<file path="src/rtl/nibble_unloader.sv">
// nibble_unloader: serializes 32-bit arch result words into 4-bit nibbles.
// A one-word holding register keeps back-to-back words streaming without a bubble.
module nibble_unloader #(
    parameter int NIBBLES = 8,
    parameter int W       = 4,
    parameter int IDX_W   = 3
) (
    input  logic               clk,
    input  logic               rst,
    input  logic [NIBBLES*W-1:0] word_in,
    input  logic               word_valid,
    output logic               word_ready,
    input  logic               enable,
    output logic [W-1:0]       data_out,
    output logic               out_valid,
    output logic [IDX_W-1:0]   out_idx,
    output logic               last,
    output logic [7:0]         word_count
);

    localparam int WORD_W = NIBBLES * W;
    localparam logic [IDX_W-1:0] IDX_LAST = IDX_W'(NIBBLES - 1);

    typedef enum logic {
        EMPTY,
        SHIFT
    } state_t;

    state_t             state_q, state_d;
    logic [WORD_W-1:0]  sr_q, sr_d;
    logic [WORD_W-1:0]  hr_q, hr_d;
    logic               hold_q, hold_d;
    logic [IDX_W-1:0]   idx_q, idx_d;
    logic [7:0]         cnt_q, cnt_d;

    logic accept;
    logic xfer;
    logic at_last;

    assign word_ready = !rst && !hold_q;
    assign accept     = word_valid && word_ready;
    assign out_valid  = (state_q == SHIFT);
    assign xfer       = out_valid && enable;
    assign at_last    = (idx_q == IDX_LAST);
    assign last       = out_valid && at_last;
    assign data_out   = sr_q[W-1:0];
    assign out_idx    = idx_q;
    assign word_count = cnt_q;

    always_ff @(posedge clk) begin
        hr_q <= hr_d;
        if (rst) begin
            state_q <= EMPTY;
            sr_q    <= '0;
            hold_q  <= 1'b0;
            idx_q   <= '0;
            cnt_q   <= '0;
        end else begin
            state_q <= state_d;
            sr_q    <= sr_d;
            hold_q  <= hold_d;
            idx_q   <= idx_d;
            cnt_q   <= cnt_d;
        end
    end

    always_comb begin
        state_d = state_q;
        sr_d    = sr_q;
        hr_d    = hr_q;
        hold_d  = hold_q;
        idx_d   = idx_q;
        cnt_d   = cnt_q;
        unique case (state_q)
            EMPTY: begin
                if (accept) begin
                    sr_d    = word_in;
                    idx_d   = '0;
                    state_d = SHIFT;
                end
            end
            SHIFT: begin
                if (xfer && at_last) begin
                    cnt_d = cnt_q + 8'd1;
                    idx_d = '0;
                    if (hold_q) begin
                        sr_d   = hr_q;
                        hold_d = 1'b0;
                        if (accept) begin
                            hr_d   = word_in;
                            hold_d = 1'b1;
                        end
                    end else if (accept) begin
                        sr_d = word_in;
                    end else begin
                        // Clearing SR makes data_out read zero while idle.
                        sr_d    = '0;
                        state_d = EMPTY;
                    end
                end else begin
                    if (xfer) begin
                        sr_d  = sr_q >> W;
                        idx_d = idx_q + 1'b1;
                    end
                    if (accept) begin
                        hr_d   = word_in;
                        hold_d = 1'b1;
                    end
                end
            end
            default: state_d = EMPTY;
        endcase
    end

endmodule

</file>
<file path="config.mk">
export PLATFORM = sky130hd
export DESIGN_NAME = nibble_unloader
export DESIGN_NICKNAME = d
export VERILOG_FILES = /design/src/rtl/nibble_unloader.sv
export SDC_FILE = /design/constraint.sdc
export NUM_CORES = 1
export LEC_CHECK = 0
export ABC_AREA = 0
export BUFFER_PORTS_ARGS = -buffer_cell sky130_fd_sc_hd__clkbuf_2
export CAP_MARGIN = 30
export CORE_ASPECT_RATIO = 0.6
export CORE_MARGIN = 5
export CORE_UTILIZATION = 50
export CTS_CLUSTER_SIZE = 30
export DETAILED_ROUTE_END_ITERATION = 10
export GPL_TIMING_DRIVEN = 1
export PLACE_DENSITY = 0.71
export SYNTH_ARGS = -nofsm -noshare
export SYNTH_HDL_FRONTEND = slang
export SYNTH_SLANG_ARGS = --single-unit
export TNS_END_PERCENT = 50
</file>
<file path="constraint.sdc">
create_clock -name clk -period 3.9 [get_ports clk]
set_clock_uncertainty 0.2 [all_clocks]
set_input_delay 0.78 -clock clk [delete_from_list [all_inputs] [get_ports clk]]
set_output_delay 0.78 -clock clk [all_outputs]
set_load 0.05 [all_outputs]
</file>
* After elaboration in Yosys (flattened, before gate mapping)
Cells that the tools add are included.
** Word-level totals
- Flip-flop bits (word level) :: 77
- Bits in latches :: 0
- RAM bits :: 0
- Bits in read-only memories :: 0
- Output and inout bits :: 18
- Logic and storage cells :: 45
- Memories kept :: 0
** Cells by class
- Add/sub/neg operators :: 2
- $mul :: 0
- Div/mod/pow operators :: 0
- $lt $le $gt $ge :: 0
- Equal/unequal tests :: 4
- Shift operators :: 0
- Muxes and demuxes :: 20
- Bitwise operators :: 1
- Reduce and logical (&&, ||, !) cells :: 12
** Operators by type and width (number)
- two-way mux 32 bit :: 8
- case mux 32 bit (2 select lines) :: 1
- two-way mux 3 bit :: 3
- adder 8 x 1 -> 8 bit, second input constant :: 1
- AND reduction 2 bit :: 4
- two-way mux 1 bit :: 6
- case mux 3 bit (2 select lines) :: 1
- logical AND 1 bit :: 5
- != test 2 bit, second input constant :: 2
- adder 3 x 1 -> 3 bit, second input constant :: 1
- == test 3 bit, second input constant :: 1
- != test 3 x 1 -> 1 bit, second input constant :: 1
- zero test 1 bit :: 2
- case mux 1 bit (2 select lines) :: 1
- nonzero test 2 bit :: 1
- inverter 1 bit :: 1

* Longest topological paths before layout
- Word-level depth :: 7
- Gate-level depth with buffers :: 8
- Mapped depth without buffers :: 5

* Worst setup path before layout
OpenSTA, ideal clock, no wires.
- Path kind :: reg2reg
- From :: register idx_q[0], in the netlist out_idx[0]
- To :: register hr_q[0] (enable)
- Library setup time :: 0.421 ns
- Arrival time :: 2.952 ns
- Required time :: 3.279 ns
- Setup slack :: 0.327 ns
- Stages on the path, launching flop included :: 8
- Buffers on the path :: 3
- Clock period less this slack :: 3.573 ns
- Cell sequence :: dfxtp_1 > ha_1 > ha_1 > clkbuf_2 > and3_1 > buf_2 > buf_2 > nor2_1
** Between the ends
- Longest elaborated chain between the ends :: 4
** RTL lines
- start: declaration :: line 33 : logic [IDX_W-1:0] idx_q, idx_d;
- start signal: assignment :: line 62 : idx_q <= idx_d;
- == test 3 bit :: line 44 : assign at_last = (idx_q == IDX_LAST);
- logical AND 1 bit :: line 83 : if (xfer && at_last) begin
- != test 2 bit (no source line)
- AND reduction 2 bit (no source line)
- end signal: assignment :: line 51 : hr_q <= hr_d;
- end: declaration :: line 31 : logic [WORD_W-1:0] hr_q, hr_d;
Every way passes these cells.
A chain may end at the register's enable or synchronous reset.

* Worst setup path after layout
- From :: input port rst
- To :: output port word_ready
** Between the ends
- Longest elaborated chain between the ends :: 2
** RTL lines
- start: declaration :: line 9 : input logic rst,
- zero test 1 bit :: line 40 : assign word_ready = !rst && !hold_q;
- logical AND 1 bit :: line 40
- end: declaration :: line 12 : output logic word_ready,
Every way passes these cells.

==> flow_summary.ini <==
[run_status]
status = finished, final reports clean

[clock_network]
cts.root.buffer_cell = clkbuf_16
clockBufferDepth = 2
cts_resized = 0
htree_levels = 3
clkSinkCount = 77
cts_made_buffers = 9
tritoncts = done
clkSlewWorstSetupHoldPaths_ns = 0.06
cts_setup_buffers = 0
clock_latency_ns = 0.33
cts_hold_buffers = 0

[drt]
drt_pass1_iterations = 5
drtIter0Drc = 321
vias = 3243
drt-total-wl_um = 9834
avgViaCountPerCell = 6.273
drc = 0
ant_nets = 0
detail_route.wl_per_cell_um = 19.02

[floorplanning]
std_cell_rows = 25
initial_core_util_pct = 50.86
fp.dieW_um = 125.1
core-area_um2 = 7820
ioPinCount = 54
fp.dieH_um = 79.09
dieArea_um2 = 9897

[logic_synthesis]
synthesis.area_um2 = 3978
async_flop_share_pct = 0
synth_top_area_share_pct = 24.16
syn_inst = 380
synth_seq_area_share_pct = 46.81
synth-seq-cells = 77
synth_edf_count = 32
yosys-top-cells-area = edfxtp_1 24%, dfxtp_1 23%, a311oi_1 6.2%
synth_nets = 419
synth.distinct_cells = 39
avgSynthCellArea_um2 = 10.47
synth_flop_cell = dfxtp_1
synth-warning-count = 0
synth_top_area_cell = edfxtp_1

[cells_and_area]
layout.nets = 444
drive_above_1_share_pct = 22.98
areaGrowthSynthToFinish_pct = 11.92
diodes = 0
final_cell_mix = 53 x clkbuf_2, 44 x dfxtp_1, 40 x o21ai_0
final_cells = 517
mostFrequentLayoutCell = clkbuf_2
final_area_um2 = 4452
fillerInstances = 692
finish.utilization_pct = 56.93

[pwr]
p_leak_nw = 1.547
irDropWorstVdd_mv = 0.2277
p_per_area_nw_per_um2 = 438.0

[grt]
grt_use_total_pct = 19.84
grt_overflow = 0
antenna_found_initial = 0
first_global_vias = 2970
grt_pass1_wl_um = 15570
grt_max_degree = 42

[sta]
final-max-slew-violation-count = 0
worstMarginPinSlew_ns = 0.9938
fmax_ghz = 0.3721
rsz0062_at_grt = false
setup_ws_ns = 1.213
fin_crit_sh_pct = 68.91
slew_headroom_pct = 33.59
finalCriticalPeriod_ns = 2.687
setup_total_negative_slack_ns = 0
setup_viol = 0
finalHoldViolCount = 0

[place]
routabilityCongestion = 0.7772
io_buffers = 53
place_ws_ns = 1.101
post-place-cells = 502
dpl_cell_area_um2 = 4173
dp_hpwl_um = 6175

[job]
cap_violations = 0

[critical_path]
worst_ep_required_time_ns = 2.92
cp_data_arrival_time_ns = 1.71
cp_max_fo = 35
end_kind = output port
cp-start-kind = input pin
worstSetupPathType = input pin to output port

[worst_hold_path]
min_path_type = flop to flop
## power by group
part / internal [W] / total, W / switching (W)
logic: 0.0000953 / 0.000245 / 0.000150
registers: 0.000885 / 0.000919 / 0.0000343
clock network: 0.000482 / 0.000786 / 0.000304
total: 0.00146 / 0.00195 / 0.000488
## layer usage
metal  global-route usage (%)  up-vias  routed length, um
li1                         -     1550                  -
met1                    28.99     1554               4854
met2                    27.76      125               4193
met3                    5.914       14                670
met4                    6.926        0                116
met5                        0        -                  0
## through the flow
stage               hold WS [ns]  total power, W
floorplan                 0.3671        0.001119
global placement          0.2665        0.001168
detailed placement        0.2809        0.001177
CTS                       0.2897        0.001963
global route              0.3146        0.002029
finish                    0.2887        0.001950
## area by class of cell
class | count | area [um2] | area share [%]
Multi-Input combinational cell | 253 | 1827 | 41.03
Clock inverter | 1 | 3.754 | 0.08432
Sequential cell | 77 | 1863 | 41.85
Clock buffer | 14 | 275.3 | 6.183
Timing Repair Buffer | 64 | 347.8 | 7.813
Tap cell | 108 | 135.1 | 3.035
## worst max-delay path: stages
cell      delay [ns]
clkbuf_2        0.40
nor2_1          0.21
clkbuf_2        0.30
## state kept, by name, indices dropped and copies added, names as in the netlist
register and count:
hr_q 32, sr_q 32, word_count 8, out_idx 3
hold_q 1, out_valid 1
## Yosys cell counts (all sizes together), types with 2 or more instances
master	number
dfxtp	45
o21ai	40
and2	34
nor3	34
edfxtp	32
buf	31
a311oi	28
a32oi	28
nor4bb	21
clkbuf	19
and4bb	11
a21oi	10
nand2	9
nor2	7
a211oi	4
nand4	4
ha	3
nand3	3
or3	3
and3	2
## worst paths after layout
kind                            slack, ns                      end               startpoint  cells past startpoint
worst max-delay path                 1.21               word_ready                      rst                      3
worst min-delay path                 0.29  out_idx[2]$_SDFFE_PP0P_  out_idx[2]$_SDFFE_PP0P_                      2
worst max register to register       1.36    sr_q[21]$_SDFFE_PP0P_  out_idx[0]$_SDFFE_PP0P_                      5
worst min register to register       0.29  out_idx[2]$_SDFFE_PP0P_  out_idx[2]$_SDFFE_PP0P_                      2
## logic make-up (layout without fill, tap and decap cells)
kind of cell	count (synthesis)	in the layout	synth area share (%)
compound gates	111	111	19.57
buf+inv	50	79	7.329
flops	77	77	46.81
xor+xnor	2	2	0.4405
simple gates	136	136	24.63
mux	1	1	0.2831
fa+ha+maj	3	3	0.9438
Note: power is estimated with default switching activity, not from simulation.
